<file path="src/rtl/packet_dispatch_sched_if.sv">
// Valid/ready packet stream bundle shared by the dispatcher and its neighbours.
interface if_axi_stream #(
    parameter int unsigned DAT_BYTS = 8,
    parameter int unsigned CTL_BITS = 8,
    parameter int unsigned DAT_BITS = DAT_BYTS * 8,
    parameter int unsigned MOD_BITS = (DAT_BYTS == 1) ? 1 : $clog2(DAT_BYTS)
) ();

    logic                val;
    logic                rdy;
    logic                sop;
    logic                eop;
    logic                err;
    logic [DAT_BITS-1:0] dat;
    logic [MOD_BITS-1:0] mod;
    logic [CTL_BITS-1:0] ctl;

    modport sink   (input  val, sop, eop, err, dat, mod, ctl, output rdy);
    modport source (output val, sop, eop, err, dat, mod, ctl, input  rdy);

endinterface

</file>
<file path="src/rtl/packet_dispatch_sched.sv">
// Packet dispatcher: picks an idle worker round-robin, tags the ctl field with
// its id and holds the stream on that worker until eop. A worker stays busy
// until it pulses its done line.
module packet_dispatch_sched #(
    parameter int unsigned DAT_BYTS     = 8,
    parameter int unsigned DAT_BITS     = DAT_BYTS * 8,
    parameter int unsigned CTL_BITS     = 8,
    parameter int unsigned NUM_OUT      = 8,
    parameter int unsigned LOG2_NUM_OUT = (NUM_OUT == 1) ? 1 : $clog2(NUM_OUT),
    parameter int unsigned OVR_WRT_BIT  = CTL_BITS - LOG2_NUM_OUT
) (
    input  logic               i_clk,
    input  logic               i_rst,
    if_axi_stream.sink         i_axi,
    if_axi_stream.source       o_axi,
    input  logic [NUM_OUT-1:0] i_done,
    output logic [NUM_OUT-1:0] o_busy,
    output logic               o_err
);

    localparam int unsigned       ID_W    = LOG2_NUM_OUT;
    localparam logic [ID_W-1:0]   LAST_ID = ID_W'(NUM_OUT - 1);

    typedef enum logic [0:0] {
        ST_IDLE = 1'b0,
        ST_SEND = 1'b1
    } state_t;

    state_t              state_q,  state_d;
    logic [ID_W-1:0]     sel_q,    sel_d;
    logic [ID_W-1:0]     rr_ptr_q, rr_ptr_d;
    logic [NUM_OUT-1:0]  busy_q,   busy_d;
    logic                err_q,    err_d;
    logic                first_q,  first_d;

    logic [ID_W-1:0]     free_id_c;
    logic                free_vld_c;
    logic [NUM_OUT-1:0]  busy_set_c;
    logic                in_rdy_c;
    logic                out_val_c;
    logic                xfer_c;
    logic [DAT_BITS-1:0] dat_c;
    logic [CTL_BITS-1:0] ctl_c;

    // First free worker at or above rr_ptr, wrapping at NUM_OUT
    always_comb begin
        int unsigned        idx;
        logic [NUM_OUT-1:0] rot;
        idx        = 0;
        rot        = '0;
        free_vld_c = 1'b0;
        free_id_c  = '0;
        for (int unsigned i = 0; i < NUM_OUT; i++) begin
            idx = 32'(rr_ptr_q) + i;
            if (idx >= NUM_OUT) begin
                idx = idx - NUM_OUT;
            end
            rot = busy_q >> idx;
            if (!free_vld_c && !rot[0]) begin
                free_vld_c = 1'b1;
                free_id_c  = ID_W'(idx);
            end
        end
    end

    // Payload pass-through with the worker id written into the ctl field
    always_comb begin
        dat_c = i_axi.dat;
        ctl_c = i_axi.ctl;
        ctl_c[OVR_WRT_BIT +: ID_W] = sel_q;
        o_axi.dat = dat_c;
        o_axi.ctl = ctl_c;
        o_axi.sop = i_axi.sop;
        o_axi.eop = i_axi.eop;
        o_axi.err = i_axi.err;
        o_axi.mod = i_axi.mod;
    end

    // Handshake steering: idle drops stray non-sop beats, send is zero-latency
    always_comb begin
        out_val_c = 1'b0;
        in_rdy_c  = 1'b0;
        if (!i_rst) begin
            case (state_q)
                ST_IDLE: in_rdy_c = i_axi.val && !i_axi.sop;
                ST_SEND: begin
                    out_val_c = i_axi.val;
                    in_rdy_c  = o_axi.rdy;
                end
                default: ;
            endcase
        end
    end

    assign o_axi.val = out_val_c;
    assign i_axi.rdy = in_rdy_c;
    assign xfer_c    = i_axi.val && in_rdy_c;

    // Next-state: worker selection, packet lock, busy bookkeeping, error flag
    always_comb begin
        state_d    = state_q;
        sel_d      = sel_q;
        rr_ptr_d   = rr_ptr_q;
        first_d    = first_q;
        err_d      = err_q;
        busy_set_c = '0;

        case (state_q)
            ST_IDLE: begin
                if (i_axi.val) begin
                    if (i_axi.sop) begin
                        if (free_vld_c) begin
                            sel_d   = free_id_c;
                            first_d = 1'b1;
                            state_d = ST_SEND;
                        end
                    end else begin
                        err_d = 1'b1;
                    end
                end
            end
            ST_SEND: begin
                if (xfer_c) begin
                    first_d = 1'b0;
                    if (i_axi.sop && !first_q) begin
                        err_d = 1'b1;
                    end
                    if (i_axi.eop) begin
                        busy_set_c = NUM_OUT'(1) << sel_q;
                        rr_ptr_d   = (sel_q == LAST_ID) ? '0 : sel_q + ID_W'(1);
                        state_d    = ST_IDLE;
                    end
                end
            end
            default: state_d = ST_IDLE;
        endcase

        // Setting busy wins over a same-cycle done for that worker
        busy_d = (busy_q & ~i_done) | busy_set_c;
        if (|(i_done & ~busy_q & ~busy_set_c)) begin
            err_d = 1'b1;
        end
    end

    // State registers with synchronous reset
    always_ff @(posedge i_clk) begin
        if (i_rst) begin
            state_q  <= ST_IDLE;
            sel_q    <= '0;
            rr_ptr_q <= '0;
            busy_q   <= '0;
            err_q    <= 1'b0;
            first_q  <= 1'b0;
        end else begin
            state_q  <= state_d;
            sel_q    <= sel_d;
            rr_ptr_q <= rr_ptr_d;
            busy_q   <= busy_d;
            err_q    <= err_d;
            first_q  <= first_d;
        end
    end

    assign o_busy = busy_q;
    assign o_err  = err_q;

endmodule

</file>
<file path="src/flat_wrapper.sv">
// flat-port wrapper written by rule: the top's interface ports become plain ports
module packet_dispatch_sched_flat 
#(
    parameter int unsigned DAT_BYTS     = 8,
    parameter int unsigned DAT_BITS     = DAT_BYTS * 8,
    parameter int unsigned CTL_BITS     = 8,
    parameter int unsigned NUM_OUT      = 8,
    parameter int unsigned LOG2_NUM_OUT = (NUM_OUT == 1) ? 1 : $clog2(NUM_OUT),
    parameter int unsigned OVR_WRT_BIT  = CTL_BITS - LOG2_NUM_OUT
)
  (i_clk, i_rst, i_done, o_busy, o_err, i_axi_val, i_axi_sop, i_axi_eop, i_axi_err, i_axi_dat, i_axi_mod, i_axi_ctl, i_axi_rdy, o_axi_val, o_axi_sop, o_axi_eop, o_axi_err, o_axi_dat, o_axi_mod, o_axi_ctl, o_axi_rdy);
  if_axi_stream #(.DAT_BYTS(DAT_BYTS), .CTL_BITS(CTL_BITS), .DAT_BITS(DAT_BITS)) i_axi_i ();
  if_axi_stream #(.DAT_BYTS(DAT_BYTS), .CTL_BITS(CTL_BITS), .DAT_BITS(DAT_BITS)) o_axi_i ();
  input  logic i_clk;
  input  logic i_rst;
  input  logic [NUM_OUT-1:0] i_done;
  output logic [NUM_OUT-1:0] o_busy;
  output logic o_err;
  input wire logic [$bits(i_axi_i.val)-1:0] i_axi_val;
  input wire logic [$bits(i_axi_i.sop)-1:0] i_axi_sop;
  input wire logic [$bits(i_axi_i.eop)-1:0] i_axi_eop;
  input wire logic [$bits(i_axi_i.err)-1:0] i_axi_err;
  input wire logic [$bits(i_axi_i.dat)-1:0] i_axi_dat;
  input wire logic [$bits(i_axi_i.mod)-1:0] i_axi_mod;
  input wire logic [$bits(i_axi_i.ctl)-1:0] i_axi_ctl;
  output wire logic [$bits(i_axi_i.rdy)-1:0] i_axi_rdy;
  output wire logic [$bits(o_axi_i.val)-1:0] o_axi_val;
  output wire logic [$bits(o_axi_i.sop)-1:0] o_axi_sop;
  output wire logic [$bits(o_axi_i.eop)-1:0] o_axi_eop;
  output wire logic [$bits(o_axi_i.err)-1:0] o_axi_err;
  output wire logic [$bits(o_axi_i.dat)-1:0] o_axi_dat;
  output wire logic [$bits(o_axi_i.mod)-1:0] o_axi_mod;
  output wire logic [$bits(o_axi_i.ctl)-1:0] o_axi_ctl;
  input wire logic [$bits(o_axi_i.rdy)-1:0] o_axi_rdy;
  assign i_axi_i.val = i_axi_val;
  assign i_axi_i.sop = i_axi_sop;
  assign i_axi_i.eop = i_axi_eop;
  assign i_axi_i.err = i_axi_err;
  assign i_axi_i.dat = i_axi_dat;
  assign i_axi_i.mod = i_axi_mod;
  assign i_axi_i.ctl = i_axi_ctl;
  assign i_axi_rdy = i_axi_i.rdy;
  assign o_axi_val = o_axi_i.val;
  assign o_axi_sop = o_axi_i.sop;
  assign o_axi_eop = o_axi_i.eop;
  assign o_axi_err = o_axi_i.err;
  assign o_axi_dat = o_axi_i.dat;
  assign o_axi_mod = o_axi_i.mod;
  assign o_axi_ctl = o_axi_i.ctl;
  assign o_axi_i.rdy = o_axi_rdy;
  packet_dispatch_sched #(.DAT_BYTS(DAT_BYTS), .DAT_BITS(DAT_BITS), .CTL_BITS(CTL_BITS), .NUM_OUT(NUM_OUT), .LOG2_NUM_OUT(LOG2_NUM_OUT), .OVR_WRT_BIT(OVR_WRT_BIT)) u_core (.i_clk(i_clk), .i_rst(i_rst), .i_axi(i_axi_i), .o_axi(o_axi_i), .i_done(i_done), .o_busy(o_busy), .o_err(o_err));
endmodule
</file>
<file path="config.mk">
export PLATFORM = sky130hd
export DESIGN_NAME = packet_dispatch_sched_flat
export DESIGN_NICKNAME = d
export VERILOG_FILES = /design/src/rtl/packet_dispatch_sched_if.sv /design/src/rtl/packet_dispatch_sched.sv /design/src/flat_wrapper.sv
export SDC_FILE = /design/constraint.sdc
export NUM_CORES = 1
export LEC_CHECK = 0
export ABC_AREA = 1
export CAP_MARGIN = 5
export CORE_MARGIN = 2
export CORE_UTILIZATION = 23
export DETAILED_ROUTE_END_ITERATION = 10
export PLACE_DENSITY_LB_ADDON = 0.25
export SYNTH_ARGS = -nofsm -noshare
export SYNTH_HDL_FRONTEND = slang
export SYNTH_SLANG_ARGS = --single-unit
</file>
<file path="constraint.sdc">
create_clock -name i_clk -period 3.7 [get_ports i_clk]
set_clock_uncertainty 0.05 [all_clocks]
set_input_delay 0.555 -clock i_clk [delete_from_list [all_inputs] [get_ports i_clk]]
set_output_delay 0.555 -clock i_clk [all_outputs]
set_load 0.02 [all_outputs]
</file>
# After elaboration in Yosys (flattened, before gate mapping)
# Cells that the tools add are included.
[classes]
n_shift = 9
muxes = 49
reduce_logical = 30
n_lt_le_gt_ge = 8
n_eq_ne = 9
add_sub_neg = 16
bitwise = 8
[ops]
columns = ["op", "count"]
rows = [
  ["2-to-1 mux 32 bit", 8],
  [">> shifter 8 x 32 -> 1 bit", 8],
  [">= comparator 32 x 4 -> 1 bit (second input constant)", 7],
  ["subtractor 32 x 4 -> 32 bit (second input constant)", 7],
  ["2-to-1 mux 3 bit", 9],
  ["2-to-1 mux 1 bit", 25],
  ["AND 8 bit", 3],
  ["2-to-1 mux 8 bit", 3],
  ["NOT 8 bit", 3],
  ["adder 3 x 3 -> 4 bit (second input constant)", 4],
  ["zero test 1 bit", 15],
  ["AND reduction 4 bit", 3],
  ["logical AND 1 bit", 10],
  ["adder 3 x 2 -> 4 bit (second input constant)", 2],
  ["bitwise OR 8 bit", 1],
  ["case mux 1 bit (2 select lines)", 4],
  ["OR reduction 8 bit", 1],
  ["left shift 1 x 3 -> 8 bit (first input constant)", 1],
  ["!= test 2 bit (second input constant)", 3],
  ["!= test 3 x 2 -> 1 bit (second input constant)", 2],
  ["!= test 3 bit (second input constant)", 2],
  ["subtractor 3 x 4 -> 5 bit (second input constant)", 1],
  ["adder 3 x 1 -> 4 bit (second input constant)", 1],
  [">= comparator 3 x 4 -> 1 bit (second input constant)", 1],
  ["other kinds (5)", 5],
]
[totals]
elab_cells = 135
output_inout_bits = 89
regBits = 17
input_bits = 90

# Longest topological paths before layout
[depth]
ltp_word = 29
ltp_mapped = 18
ltp_nobuf = 16

# Worst setup path after synthesis
# Ideal clock, no wire load.
[synth_path]
path_kind = "input -> register"
start = "input i_rst"
end = "register u_core.err_q (netlist: u_core.o_err)"
path_slack_ns = 1.324
setup_ns = 0.126
arrival_time_ns = 2.200
path_stages = 10
t_required_ns = 3.524
path_buffers = 2
cell_sequence = "clkbuf_1 nor3_1 nand3_1 nor2_1 buf_2 nand3_1 nand2_1 nand4_1 nor2_1 a31oi_1"
[synth_via]
elab_chain_cells = 9
elab_cells_between_ends = 13
classes_between = "4 x eq/ne; 4 x mux; 2 x bitwise; 3 x reduce/logical"
[synth_lines]
columns = ["item", "line", "text"]
rows = [
  ["from (decl)", "flat_wrapper.sv:15", "input logic i_rst;"],
  ["2-to-1 mux 1 bit *", "packet_dispatch_sched.sv:83", "if (!i_rst) begin"],
  ["net i_axi_rdy", "flat_wrapper.sv:26", "output wire logic [$bits(i_axi_i.rdy)-1:0] i_axi_rdy;"],
  ["logical AND 1 bit *", "packet_dispatch_sched.sv:97", "assign xfer_c = i_axi.val && in_rdy_c;"],
  ["2-to-1 mux 8 bit", "packet_dispatch_sched.sv:123", "if (xfer_c) begin"],
  ["2-to-1 mux 8 bit", "packet_dispatch_sched.sv:108", "case (state_q)"],
  ["NOT 8 bit", "packet_dispatch_sched.sv:140", "if (|(i_done & ~busy_q & ~busy_set_c)) begin"],
  ["AND 8 bit", "packet_dispatch_sched.sv:140", ""],
  ["OR reduction 8 bit", "packet_dispatch_sched.sv:140", ""],
  ["!= test 3 bit (no line) or != test 3 x 2 -> 1 bit (tied branches)", "n/a", ""],
  ["AND reduction 4 bit (no line)", "n/a", ""],
  ["to (signal assigned)", "packet_dispatch_sched.sv:159", "err_q <= err_d;"],
  ["to (decl)", "packet_dispatch_sched.sv:33", "logic err_q, err_d;"],
]
# The timed path passes the listed nets; every way through them passes the cells marked *.
# A chain may end at the register's enable or synchronous reset.

# Final worst setup path
[layout_path]
start = "input i_axi_sop"
end = "output i_axi_rdy"
[layout_via]
elab_chain_cells = 4
[layout_lines]
columns = ["item", "line", "text"]
rows = [
  ["from (decl)", "flat_wrapper.sv:20", "input wire logic [$bits(i_axi_i.sop)-1:0] i_axi_sop;"],
  ["zero test 1 bit", "packet_dispatch_sched.sv:85", "ST_IDLE: in_rdy_c = i_axi.val && !i_axi.sop;"],
  ["logical AND 1 bit", "packet_dispatch_sched.sv:85", ""],
  ["case mux 1 bit (2 select lines)", "packet_dispatch_sched.sv:84", "case (state_q)"],
  ["2-to-1 mux 1 bit", "packet_dispatch_sched.sv:83", ""],
  ["to (decl)", "flat_wrapper.sv:26", ""],
]
# Every way passes these cells.

==> impl_metrics.tcl <==
set metrics [dict create \
    crit_path_start_kind "input pin" \
    n_antenna_cell 0 \
    cp_top_family "buffers and inverters" \
    syn_to_final_growth_pct -5.917 \
    r2r_cells 14 \
    antenna_found_initial 0 \
    cts.sinks 17 \
    worstPathArrival_ns 2.12 \
    r2r_start "u_core.rr_ptr_q[1]$_SDFFE_PP0P_" \
    start_util_pct 23.45 \
    die-height_um 100.4 \
    min_period_ns 2.727 \
    worstHoldStart "u_core.first_q$_SDFFE_PP0P_" \
    worstPathMaxFanout 3 \
    crit_type "in2out" \
    yosysWarnings 0 \
    worst_ep_required_time_ns 3.09 \
    grt_max_degree 14 \
    critPathMostFrequentCell "clkdlybuf4s50_1" \
    netlist_area_um2 2136 \
    viasPerCell 4.390 \
    synth_top_cell_area_share_pct 26.36 \
    hold_end "u_core.first_q$_SDFFE_PP0P_" \
    num_rows 35 \
    place_ws_ns 0.9647 \
    grt-ovfl-total 0 \
    status "complete, no violations" \
    core-area_um2 9109 \
    synth.largest_area_cell "buf_4" \
    worst_hold_path_type "reg2reg" \
    final_nets 382 \
    cts_resized 0 \
    maxCapViolations 0 \
    wirelength_mm 4.700 \
    tightest_slew_ns 0.4249 \
    grt_pass1_vias 1708 \
    synth_flop_cell "dfxtp_1" \
    yosysUniqueCellTypes 33 \
    wl_per_cell_um 11.99 \
    vias 1721 \
    ys_top_cells_by_area "buf_4 (26%), dfxtp_1 (16%), nand2_1 (11%)" \
    setup_slack_ns 0.9725 \
    clkSlewWorstSetupHoldPaths_ns 0.06 \
    pin_count 179 \
    yosysMostFrequentCell "buf_4" \
    cts_root_buffer "clkbuf_8" \
    slew_headroom_pct 71.46 \
    p_per_area_nw_per_um2 200.7 \
    post-route-period-util_pct 73.72 \
    cts-hold-fix-buffers 0 \
    worstSetupEndpointType "output pin" \
    post-cts-setup-buffers 0 \
    gp_congestion 0.7957 \
    die_area_um2 10070 \
    slowest_stage "clkdlybuf4s50_1" \
    synth-seq-area-share_pct 15.93 \
    postLayoutCoreUtil_pct 22.06 \
    leakage_uw 0.0008653 \
    finalHoldViolCount 0 \
    postRouteAntennaNets 0 \
    fillers 1048 \
    ys_async_sr_fraction_pct 0 \
    path_buf_inv 3 \
    synth-seq-cells 17 \
    drive_above_1_share_pct 10.32 \
    grt_usage_pct 9.771 \
    cp_cell_sequence "clkdlybuf4s50_1 -> inv_1 -> a21oi_1 -> nor3_1 -> clkdlybuf4s50_1" \
    grt_pass1_wl_mm 7.976 \
    fp.dieW_um 100.4 \
    r2r_slack_ns 0.97 \
    cts_buffer_depth 2 \
    cts_tree "built" \
    synth_commonest_cells "buf_4 (75), nand2_1 (65), nand3_1 (45), inv_1 (27)" \
    peakVddDrop_mv 0.1612 \
    syn_inst 327 \
    drc 0 \
    dp_hpwl_mm 3.844 \
    fin_tns_setup_ns 0 \
    hold_depth 2 \
    rsz0062_at_grt "no" \
    synth_edf_count 0 \
    max_stage_delay_ns 0.67 \
    drtIter0Drc 61 \
    fmax_ghz 0.3666 \
    cts-buffers-inserted 3 \
    clock_latency_ns 0.25 \
    port_buffers 29 \
    drt_first_pass_iters 4 \
    r2r_end "u_core.sel_q[0]$_SDFFE_PP0P_" \
    setup_viol 0 \
    htreeDepth 1 \
    syn_area_per_cell_um2 6.531 \
    syn-num-nets 427 \
    slew_violations 0 \
]
-- final cells by class --
type | count | area [um2] | share of cell area, %
sequential | 17 | 340.3 | 16.94
multi-input combinational | 197 | 1054 | 52.43
tap | 111 | 138.9 | 6.912
inverter | 31 | 118.9 | 5.915
timing repair buffer | 32 | 312.8 | 15.57
clock buffer | 4 | 45.04 | 2.242
-- tightest hold or removal path, stage by stage, from the launching register on --
cell,delay (ns)
dfxtp_1,0.31
nand2_1,0.06
a21oi_1,0.06
-- sequential cells by signal, summed over array words and instances (netlist names) --
signal and cells:
u_core.o_busy 8, u_core.rr_ptr_q 3, u_core.sel_q 3, u_core.first_q 1
u_core.o_err 1, u_core.state_q 1
-- where the power goes --
group / total, uW / leakage [uW] / switching (uW) / internal, uW
registers: 193 / 0.000138 / 5.65 / 187
clock network: 138 / 0.0000228 / 61.8 / 76.3
logic: 72.4 / 0.000705 / 39.1 / 33.3
-- layout by cell type, fill, tap and decap left out --
cell type / Yosys / layout
nand2_1: 65 / 65
nand3_1: 45 / 45
clkdlybuf4s50_1: 0 / 29
inv_1: 27 / 27
nor2_1: 17 / 17
dfxtp_1: 17 / 17
a21oi_1: 15 / 15
ha_1: 10 / 10
nor3_1: 7 / 7
nand4_1: 6 / 6
o21ai_0: 6 / 6
nand2_2: 5 / 5
or2_2: 4 / 4
nand3_2: 4 / 4
inv_2: 3 / 3
clkbuf_8: 0 / 3
buf_4: 75 / 3
inv_4: 1 / 1
xor2_1: 1 / 1
xnor2_1: 1 / 1
nand4_4: 1 / 1
nor2_4: 1 / 1
nand4_2: 1 / 1
nand2_4: 1 / 1
a31oi_1: 1 / 1
o21ai_1: 1 / 1
nor4_1: 1 / 1
nor2_2: 1 / 1
o211ai_1: 1 / 1
nand3b_1: 1 / 1
a21oi_2: 1 / 1
clkbuf_1: 2 / 1
-- stage by stage --
step	total power (uW)	hold WS, ns	area, um2	instances
6_report	403.3	0.4200	2009	392
4_1_cts	408.6	0.4189	2009	392
3_3_place_gp	269.6	0.4129	1964	388
2_1_floorplan	352.7	0.3952	2136	327
5_1_grt	422.6	0.4884	2009	392
3_5_place_dp	269.0	0.4099	1964	388
-- kinds of logic after synthesis --
group	synth area share [%]
buf+inv	34.74
simple gates	36.44
flops	15.93
compound gates	6.210
fa+ha+maj	5.858
xor+xnor	0.8203
-- per-layer routing --
metal | share of wire [%] | global-route usage, % | vias to the layer above
li1 | - | - | 890
met1 | 45 | 12.23 | 768
met2 | 47 | 16.37 | 51
met3 | 6.2 | 1.532 | 12
met4 | 1.8 | 4.636 | 0
met5 | 0 | 0 | -
-- worst max-delay path by stage --
stage	cells past startpoint	start	to	slack, ns
after floorplan	10	i_rst	u_core.o_err$_SDFFE_PP0P_	1.32
after global placement	14	u_core.rr_ptr_q[1]$_SDFFE_PP0P_	u_core.sel_q[2]$_SDFFE_PP0P_	0.95
after detailed placement	5	i_axi_sop	i_axi_rdy	0.96
after CTS	5	i_axi_sop	i_axi_rdy	0.94
after global routing	13	u_core.rr_ptr_q[1]$_SDFFE_PP0P_	u_core.sel_q[2]$_SDFFE_PP0P_	0.68
final	5	i_axi_sop	i_axi_rdy	0.97
Power figures use the tool's default switching activity.
